File: config.mk
export PLATFORM = sky130hd
export DESIGN_NAME = dcache_flat
export DESIGN_NICKNAME = d
export VERILOG_FILES = /design/src/rtl/dcache_if.sv /design/src/rtl/dcache.sv /design/src/flat_wrapper.sv
export SDC_FILE = /design/constraint.sdc
export NUM_CORES = 2
export LEC_CHECK = 0
export BUFFER_PORTS_ARGS = -buffer_cell sky130_fd_sc_hd__buf_4
export CAP_MARGIN = 0
export CELL_PAD_IN_SITES_DETAIL_PLACEMENT = 0
export CELL_PAD_IN_SITES_GLOBAL_PLACEMENT = 1
export CORE_MARGIN = 1
export CORE_UTILIZATION = 35
export DETAILED_ROUTE_END_ITERATION = 10
export GPL_TIMING_DRIVEN = 0
export PLACE_DENSITY = 0.69
export SETUP_SLACK_MARGIN = 0.5
export SYNTH_ARGS = -nofsm -noshare
export SYNTH_HDL_FRONTEND = slang
export SYNTH_SLANG_ARGS = --single-unit
File: constraint.sdc
create_clock -name CLK -period 4.7 [get_ports CLK]
set_input_delay 0.235 -clock CLK [delete_from_list [all_inputs] [get_ports CLK]]
set_output_delay 0.235 -clock CLK [all_outputs]
set_load 0.005 [all_outputs]
File: src/rtl/dcache_if.sv
// dcache_if: datapath_cache bundle plus the cache <-> memory-controller bus.
//   slave  : cache view. Takes datapath requests and halt, returns dhit, dmemload
//            and flushed. Drives dREN, dWEN, daddr and dstore to memory and takes
//            dload and dwait back.
//   master : environment view (datapath + memory controller), the mirror image.
interface dcache_if;
  // datapath side
  logic        dmemREN;
  logic        dmemWEN;
  logic [31:0] dmemaddr;
  logic [31:0] dmemstore;
  logic        halt;
  logic        dhit;
  logic [31:0] dmemload;
  logic        flushed;
  // memory side
  logic        dREN;
  logic        dWEN;
  logic [31:0] daddr;
  logic [31:0] dstore;
  logic [31:0] dload;
  logic        dwait;

  modport slave (
    input  dmemREN, dmemWEN, dmemaddr, dmemstore, halt, dload, dwait,
    output dhit, dmemload, flushed, dREN, dWEN, daddr, dstore
  );

  modport master (
    output dmemREN, dmemWEN, dmemaddr, dmemstore, halt, dload, dwait,
    input  dhit, dmemload, flushed, dREN, dWEN, daddr, dstore
  );
endinterface

File: src/rtl/dcache.sv
// dcache: direct-mapped, write-back, write-allocate data cache with one-word frames.
// Hits are answered combinationally in the request cycle. A miss evicts a dirty
// victim (WB) and then fills (FETCH). On halt, every dirty frame is written back,
// the hit count is stored at HITADDR, and flushed is raised and held until reset.
// Ports:
//   CLK  : clock
//   nRST : asynchronous, active-low reset
//   bus  : dcache_if.slave (datapath request/response and memory bus)
module dcache #(
  parameter int          FRAMES  = 16,
  parameter logic [31:0] HITADDR = 32'h0000_3100
) (
  input logic      CLK,
  input logic      nRST,
  dcache_if.slave  bus
);
  localparam int IW = $clog2(FRAMES);
  localparam int TW = 32 - IW - 2;

  typedef enum logic [2:0] {IDLE, WB, FETCH, FLUSH, CNT, DONE} state_e;

  typedef struct packed {
    logic          valid;
    logic          dirty;
    logic [TW-1:0] tag;
    logic [31:0]   data;
  } frame_t;

  state_e        state_q, state_d;
  logic [IW-1:0] fidx_q, fidx_d;
  logic [31:0]   hitcnt_q, hitcnt_d;
  logic          miss_q, miss_d;
  frame_t        frame_q [FRAMES];

  // frame update strobes, decoded by the FSM and applied in the frame register
  logic wr_hit, wb_done, fill_done, fl_clean;

  logic          req;
  logic [IW-1:0] idx;
  logic [TW-1:0] tag;
  frame_t        cur, fl;
  logic          tag_hit, halt_go;
  logic          unused_addr_bits;

  assign req     = bus.dmemREN | bus.dmemWEN;
  assign idx     = bus.dmemaddr[IW+1:2];
  assign tag     = bus.dmemaddr[31:IW+2];
  assign cur     = frame_q[idx];
  assign fl      = frame_q[fidx_q];
  assign tag_hit = cur.valid && (cur.tag == tag);
  // The hit that completes a miss goes ahead of halt. Otherwise halt wins over
  // any request in the same cycle.
  assign halt_go = bus.halt && !miss_q;
  assign unused_addr_bits = ^bus.dmemaddr[1:0];

  always_ff @(posedge CLK or negedge nRST) begin
    if (!nRST) begin
      state_q  <= IDLE;
      fidx_q   <= '0;
      hitcnt_q <= '0;
      miss_q   <= 1'b0;
    end else begin
      state_q  <= state_d;
      fidx_q   <= fidx_d;
      hitcnt_q <= hitcnt_d;
      miss_q   <= miss_d;
    end
  end

  always_comb begin
    state_d      = state_q;
    fidx_d       = fidx_q;
    hitcnt_d     = hitcnt_q;
    miss_d       = miss_q;
    wr_hit       = 1'b0;
    wb_done      = 1'b0;
    fill_done    = 1'b0;
    fl_clean     = 1'b0;
    bus.dhit     = 1'b0;
    bus.dmemload = '0;
    bus.flushed  = 1'b0;
    bus.dREN     = 1'b0;
    bus.dWEN     = 1'b0;
    bus.daddr    = '0;
    bus.dstore   = '0;
    unique case (state_q)
      IDLE: begin
        if (halt_go) begin
          state_d = FLUSH;
          fidx_d  = '0;
        end else if (req) begin
          if (tag_hit) begin
            bus.dhit     = 1'b1;
            bus.dmemload = cur.data;
            wr_hit       = bus.dmemWEN;   // a write takes priority over a read
            miss_d       = 1'b0;
            // the hit that closes a miss is not counted
            if (!miss_q) hitcnt_d = hitcnt_q + 32'd1;
          end else begin
            miss_d  = 1'b1;
            state_d = (cur.valid && cur.dirty) ? WB : FETCH;
          end
        end
      end
      WB: begin
        bus.dWEN   = 1'b1;
        bus.daddr  = {cur.tag, idx, 2'b00};
        bus.dstore = cur.data;
        if (!bus.dwait) begin
          wb_done = 1'b1;
          state_d = FETCH;
        end
      end
      FETCH: begin
        bus.dREN  = 1'b1;
        bus.daddr = {bus.dmemaddr[31:2], 2'b00};
        if (!bus.dwait) begin
          fill_done = 1'b1;
          state_d   = IDLE;
        end
      end
      FLUSH: begin
        if (fl.valid && fl.dirty) begin
          bus.dWEN   = 1'b1;
          bus.daddr  = {fl.tag, fidx_q, 2'b00};
          bus.dstore = fl.data;
          fl_clean   = !bus.dwait;
        end
        // a clean or invalid frame advances at once; a dirty one advances
        // when its write is accepted
        if (!(fl.valid && fl.dirty) || !bus.dwait) begin
          if (fidx_q == IW'(FRAMES - 1)) state_d = CNT;
          else                           fidx_d  = fidx_q + IW'(1);
        end
      end
      CNT: begin
        bus.dWEN   = 1'b1;
        bus.daddr  = HITADDR;
        bus.dstore = hitcnt_q;
        if (!bus.dwait) state_d = DONE;
      end
      DONE: begin
        bus.flushed = 1'b1;
      end
      default: state_d = IDLE;
    endcase
  end

  always_ff @(posedge CLK or negedge nRST) begin
    if (!nRST) begin
      for (int i = 0; i < FRAMES; i++) frame_q[i] <= '0;
    end else begin
      if (wr_hit) begin
        frame_q[idx].data  <= bus.dmemstore;
        frame_q[idx].dirty <= 1'b1;
      end
      if (wb_done)   frame_q[idx].dirty <= 1'b0;
      if (fill_done) frame_q[idx] <= '{valid: 1'b1, dirty: 1'b0, tag: tag, data: bus.dload};
      if (fl_clean)  frame_q[fidx_q].dirty <= 1'b0;
    end
  end
endmodule

File: src/flat_wrapper.sv
// flat-port wrapper written by rule: the top's interface ports become plain ports
module dcache_flat 
#(
  parameter int          FRAMES  = 16,
  parameter logic [31:0] HITADDR = 32'h0000_3100
)
  (CLK, nRST, bus_dmemREN, bus_dmemWEN, bus_dmemaddr, bus_dmemstore, bus_halt, bus_dload, bus_dwait, bus_dhit, bus_dmemload, bus_flushed, bus_dREN, bus_dWEN, bus_daddr, bus_dstore);
  dcache_if bus_i ();
  input logic CLK;
  input logic nRST;
  input wire logic [$bits(bus_i.dmemREN)-1:0] bus_dmemREN;
  input wire logic [$bits(bus_i.dmemWEN)-1:0] bus_dmemWEN;
  input wire logic [$bits(bus_i.dmemaddr)-1:0] bus_dmemaddr;
  input wire logic [$bits(bus_i.dmemstore)-1:0] bus_dmemstore;
  input wire logic [$bits(bus_i.halt)-1:0] bus_halt;
  input wire logic [$bits(bus_i.dload)-1:0] bus_dload;
  input wire logic [$bits(bus_i.dwait)-1:0] bus_dwait;
  output wire logic [$bits(bus_i.dhit)-1:0] bus_dhit;
  output wire logic [$bits(bus_i.dmemload)-1:0] bus_dmemload;
  output wire logic [$bits(bus_i.flushed)-1:0] bus_flushed;
  output wire logic [$bits(bus_i.dREN)-1:0] bus_dREN;
  output wire logic [$bits(bus_i.dWEN)-1:0] bus_dWEN;
  output wire logic [$bits(bus_i.daddr)-1:0] bus_daddr;
  output wire logic [$bits(bus_i.dstore)-1:0] bus_dstore;
  assign bus_i.dmemREN = bus_dmemREN;
  assign bus_i.dmemWEN = bus_dmemWEN;
  assign bus_i.dmemaddr = bus_dmemaddr;
  assign bus_i.dmemstore = bus_dmemstore;
  assign bus_i.halt = bus_halt;
  assign bus_i.dload = bus_dload;
  assign bus_i.dwait = bus_dwait;
  assign bus_dhit = bus_i.dhit;
  assign bus_dmemload = bus_i.dmemload;
  assign bus_flushed = bus_i.flushed;
  assign bus_dREN = bus_i.dREN;
  assign bus_dWEN = bus_i.dWEN;
  assign bus_daddr = bus_i.daddr;
  assign bus_dstore = bus_i.dstore;
  dcache #(.FRAMES(FRAMES), .HITADDR(HITADDR)) u_core (.CLK(CLK), .nRST(nRST), .bus(bus_i));
endmodule
# == Word-level counts from Yosys, hierarchy flattened ==
# Cells that the tools add are included.
# totals
reg_bits,1000
inputBits,102
elab_cells,176
# op_classes
addsub,2
magnitude_cmp,4
eq_ne,16
muxes,63
bitwise,6
n_reduce_logical,17
# op_table
operator,n
$bwmux W960,5
$mux W960,4
$demux W60 S4,4
$bmux W60 S4,2
$mux W60,5
$mux W32,7
$pmux W32 S4,1
$mux W59,2
$pmux W32 S3,1
$add A32 B1 Y32 const B,1
$eq A26 B26 Y1,1
$mux W3,8
$pmux W3 S6,1
$mux W1,17
$mux W4,3
$ge A5 B5 Y1 const B,2
$lt A5 B1 Y1 const B,2
$not A4 Y5,2
$ne A2 B2 Y1 const B,4
$pmux W4 S2,1
$reduce_and A8 Y1,1
$eq A3 B2 Y1 const B,2
$eq A3 B3 Y1 const B,2
$logic_and A1 B1 Y1,6
18 further kinds,24

# == Depth between registers and ports, before layout ==
# logic_depth
depth_word,17
ltp_mapped,16
depth_no_buf,9

# == Least setup slack after synthesis ==
# Ideal clock, no wire load.
# synth_path
path_kind,input port to output port
startpoint,in bus_dmemaddr[2]
endpoint,out bus_dstore[15]
arrival_time_ns,3.385
path_slack_ns,1.080
stages,12
path_buffers,8
cell_sequence,buf_4 > buf_4 > buf_6 > buf_6 > clkbuf_1 > clkbuf_1 > buf_1 > clkbuf_1 > mux4_2 > mux4_2 > a22oi_1 > o21ai_0
# synth_via
elab_chain_cells,5
# synth_lines
item,line_no,text
start: declaration,flat_wrapper.sv:13,input wire logic [$bits(bus_i.dmemaddr)-1:0] bus_dmemaddr;
$not A4 Y5 (not written as such),dcache.sv:48,assign cur = frame_q[idx];
$bmux W60 S4,dcache.sv:48,
$mux W60 (not written as such) (2 in series),dcache.sv:48,
$pmux W32 S3,dcache.sv:86,unique case (state_q)
end: declaration,flat_wrapper.sv:24,output wire logic [$bits(bus_i.dstore)-1:0] bus_dstore;
# No other way between the ends. The select of a mux whose other input is x is not followed.

==> impl_metrics.py <==
metrics = {
    "synth": {
        "synth_ff_type": "dfrtp_1",
        "synth_adder_area_share_pct": 0.1054,
        "synth_top_family_by_area": "multiplexers",
        "syn_inst": 5020,
        "synth.distinct_cells": 68,
        "avgSynthCellArea_um2": 11.82,
        "yosysSeqAreaShare_pct": 42.17,
        "synth-edff-count": 0,
        "synth_largest_area_cell": "dfrtp_1",
        "yosys.area_share.simple_pct": 7.074,
        "synth_xor_area_share_pct": 0.7085,
        "ys_ff_latch": 1000,
        "netlist_area_mm2": 0.05934,
        "yosys_warnings": 0,
        "synth_mux_area_share_pct": 37.35,
        "synth_async_sr_flop_share_pct": 100.0,
        "synth.top_cell.area_share_pct": 42.17,
        "synth_compound_area_share_pct": 8.017,
        "synth.area.top_cells": "dfrtp_1 (42%), mux4_2 (20%), mux2i_1 (9.8%), mux2_2 (7.3%), o21ai_0 (3.3%)",
    },
    "cts": {
        "clock-sinks": 1000,
        "insertion_delay_ns": 0.83,
        "path_clk_slew_ns": 0.07,
        "cts_buffers": 113,
        "cts_tree": "done",
        "clk_path_buf_depth": 3,
        "cts-root-buf": "clkbuf_16",
        "htreeDepth": 3,
    },
    "critical_path": {
        "r2r_setup_slack_ns": 0.37,
        "worst_ep_arrival_time_ns": 4.66,
        "r2r-start": "u_core.state_q[0]",
        "crit_type": "reg2out",
        "worstSetupStartpointType": "flop",
        "worst-endpoint-required_ns": 4.47,
        "crit_fanout": 6,
        "r2r_end": "u_core.frame_q[143]",
        "rr_worst_depth": 8,
        "crit_path_end_kind": "primary output",
    },
    "cells_and_area": {
        "final_common_cell": "dfrtp_1",
        "fillers": 15860,
        "fin_cells": 7740,
        "area_growth_pct": 18.84,
        "fin_nets": 5528,
        "final_cell_mix": "dfrtp_1 (1000), mux2i_1 (578), mux4_2 (531)",
        "drive_gt1_share_pct": 30.05,
    },
    "power_and_ir_drop": {
        "switching_power_w": 0.01594,
        "clkPwrFrac_pct": 22.9,
        "total_leakage_power_nw": 32.30,
        "switching_share_pct": 37.91,
        "pwr-share-seq_pct": 36.8,
        "p_per_area_mw_per_mm2": 596.3,
        "combinationalPowerShare_pct": 40.3,
        "internal_power_w": 0.02611,
        "ir_worst_vdd_mv": 0.3972,
    },
    "floorplan": {
        "initial_core_util_pct": 35.37,
        "fp.coreArea_mm2": 0.1678,
        "chipWidth_um": 413.8,
        "placementRows": 150,
        "io_pins": 202,
        "die_h_um": 413.8,
        "dieArea_mm2": 0.1712,
    },
    "job": {
        "drv_cap": 39,
    },
    "detailed_routing": {
        "ant_nets": 0,
        "drtIter0Drc": 9522,
        "wl_mm": 340.5,
        "drc": 0,
        "wl_per_cell_um": 43.99,
        "vias_per_cell": 6.851,
        "num_vias": 53030,
        "firstDrtPassIters": 9,
    },
    "sta": {
        "fin_worst_skew_ns": 0.04533,
        "fmaxAchievable_mhz": 204.2,
        "timing.hold.ws_ns": -0.003843,
        "slew_headroom_pct": -20.72,
        "grt_setup_unrepaired": "yes",
        "min_period_over_period_pct": 104.2,
        "slew_viol_final": 398,
        "setup_viol": 32,
        "setup_ws_ns": -0.1974,
        "hold_viol": 2,
        "layout_min_cycle_time_ns": 4.897,
        "tightest_slew_ns": 1.811,
    },
    "place": {
        "gp_congestion": 1.057,
        "dp_cells": 7402,
        "dp_hpwl_mm": 227.0,
        "place_ws_ns": -2.573,
        "numPortBuffers": 151,
    },
    "min_path": {
        "holdPathStages": 2,
        "worst_hold_startpoint": "bus_dmemaddr[28]",
        "hold_path.class": "in2reg",
    },
    "grt": {
        "antenna_found_initial": 27,
        "grt_max_degree": 164,
        "grt_overflow": 0,
        "grt_pass1_wl_mm": 448.5,
        "track_usage_pct": 39.28,
        "grt_pass1_vias": 49560,
    },
    "status": {
        "status": "finished, violations left",
        "violations": "negative hold slack, max-capacitance violations, max-slew violations, negative setup slack",
    },
}
[power by group through the flow]
stage | logic, W | clock network [W] | registers (W)
after floorplan | 0.0104 | 0 | 0.0142
after global placement | 0.0154 | 0 | 0.0151
after detailed placement | 0.0157 | 0 | 0.0153
after CTS | 0.0162 | 0.00954 | 0.0152
after global routing | 0.0174 | 0.00988 | 0.0158
final | 0.0169 | 0.00964 | 0.0155
[routing by layer]
| layer | vias up | wire length [um] | share of wire (%) | GRT usage (%) |
|---|---|---|---|---|
| met5 | - | 690 | 0.20 | 1.752 |
| met4 | 45 | 29820 | 8.8 | 28.52 |
| met3 | 1374 | 54790 | 16 | 20.14 |
| met2 | 4955 | 134600 | 40 | 52.03 |
| met1 | 27250 | 120600 | 35 | 48.29 |
| li1 | 19400 | - | - | - |
[synthesized netlist by cell type (13+ instances only)]
master,instances
a21oi_1,173
nor3_1,24
nor2b_1,19
nor2_1,218
nand4_1,32
o221ai_1,13
a221oi_1,16
buf_6,17
buf_2,54
o21ai_1,115
mux2i_1,582
or4_1,17
buf_4,21
buf_1,91
nand3_1,39
dfrtp_1,1000
nand2b_1,17
clkbuf_1,373
a211oi_1,13
nand2_1,510
inv_1,86
and2_1,46
mux2_2,387
o22ai_1,28
xnor2_1,42
mux4_2,531
o21ai_0,389
a22oi_1,50
[worst max path at each step]
stage / cells after the start / slack (ns) / endpoint
detailed placement: 16 / -2.57 / bus_dmemload[20]
finish: 14 / -0.20 / bus_dmemload[5]
global route: 14 / -0.15 / bus_dmemload[5]
floorplan: 12 / 1.08 / bus_dstore[15]
CTS: 14 / -0.06 / bus_dmemload[5]
global placement: 1 / -9.40 / asynchronous set/reset pin
[critical path: stages, from the launching register on]
cell and delay, ns:
dfrtp_1 0.40, mux4_2 0.49, mux2i_1 0.46, nor3_1 0.10, nor4b_1 0.33, o211a_1 0.21
nand4_1 0.10, buf_6 0.16, buf_6 0.12, or4b_4 0.58, nor2_4 0.21, buf_12 0.18
buf_12 0.17, and2_4 0.22, buf_6 0.11
[layout make-up]
type | count | area [um^2] | area share, %
repair buffers | 286 | 2964 | 4.203
plain buffers | 557 | 3592 | 5.094
flip-flops and latches | 1000 | 25020 | 35.49
multi-input cells | 3373 | 31930 | 45.28
inverters | 90 | 337.8 | 0.4791
well taps | 2204 | 2758 | 3.911
clock inverters | 47 | 539.3 | 0.7647
clock buffers | 165 | 3328 | 4.720
diodes | 18 | 45.04 | 0.06388
[logic make-up (layout without fill, tap and decap cells)]
group	count (synthesis)	after routing
AO/OA/AOI/OAI	851	851
XOR/XNOR	48	48
adder cells (fa/ha/maj)	5	5
buffers and inverters	648	1145
flip-flops	1000	1000
multiplexers	1501	1501
other	1	20
AND/OR/NAND/NOR	966	966
[what timing repair did]
item,4_1_cts,5_1_grt
hold endpoints to repair,592,0
cloned,2,1
setup endpoints to repair,864,425
hold buffers,79,0
resized for setup,364,157
setup buffers,15,5
pin swaps,18,10
[metrics by stage]
step | power (W) | instance area (um^2) | utilization [%] | setup TNS, ns
after floorplan | 0.02461 | 59340 | - | 0
after global placement | 0.03046 | 63230 | 37.69 | -
after detailed placement | 0.03104 | 63900 | 38.09 | -854.60
final | 0.04205 | 70520 | 42.03 | -4.913
after global routing | 0.04308 | 70470 | 42.00 | -3.186
after CTS | 0.04093 | 69800 | 41.60 | -0.5604
Note: power is estimated with default switching activity, not from simulation.
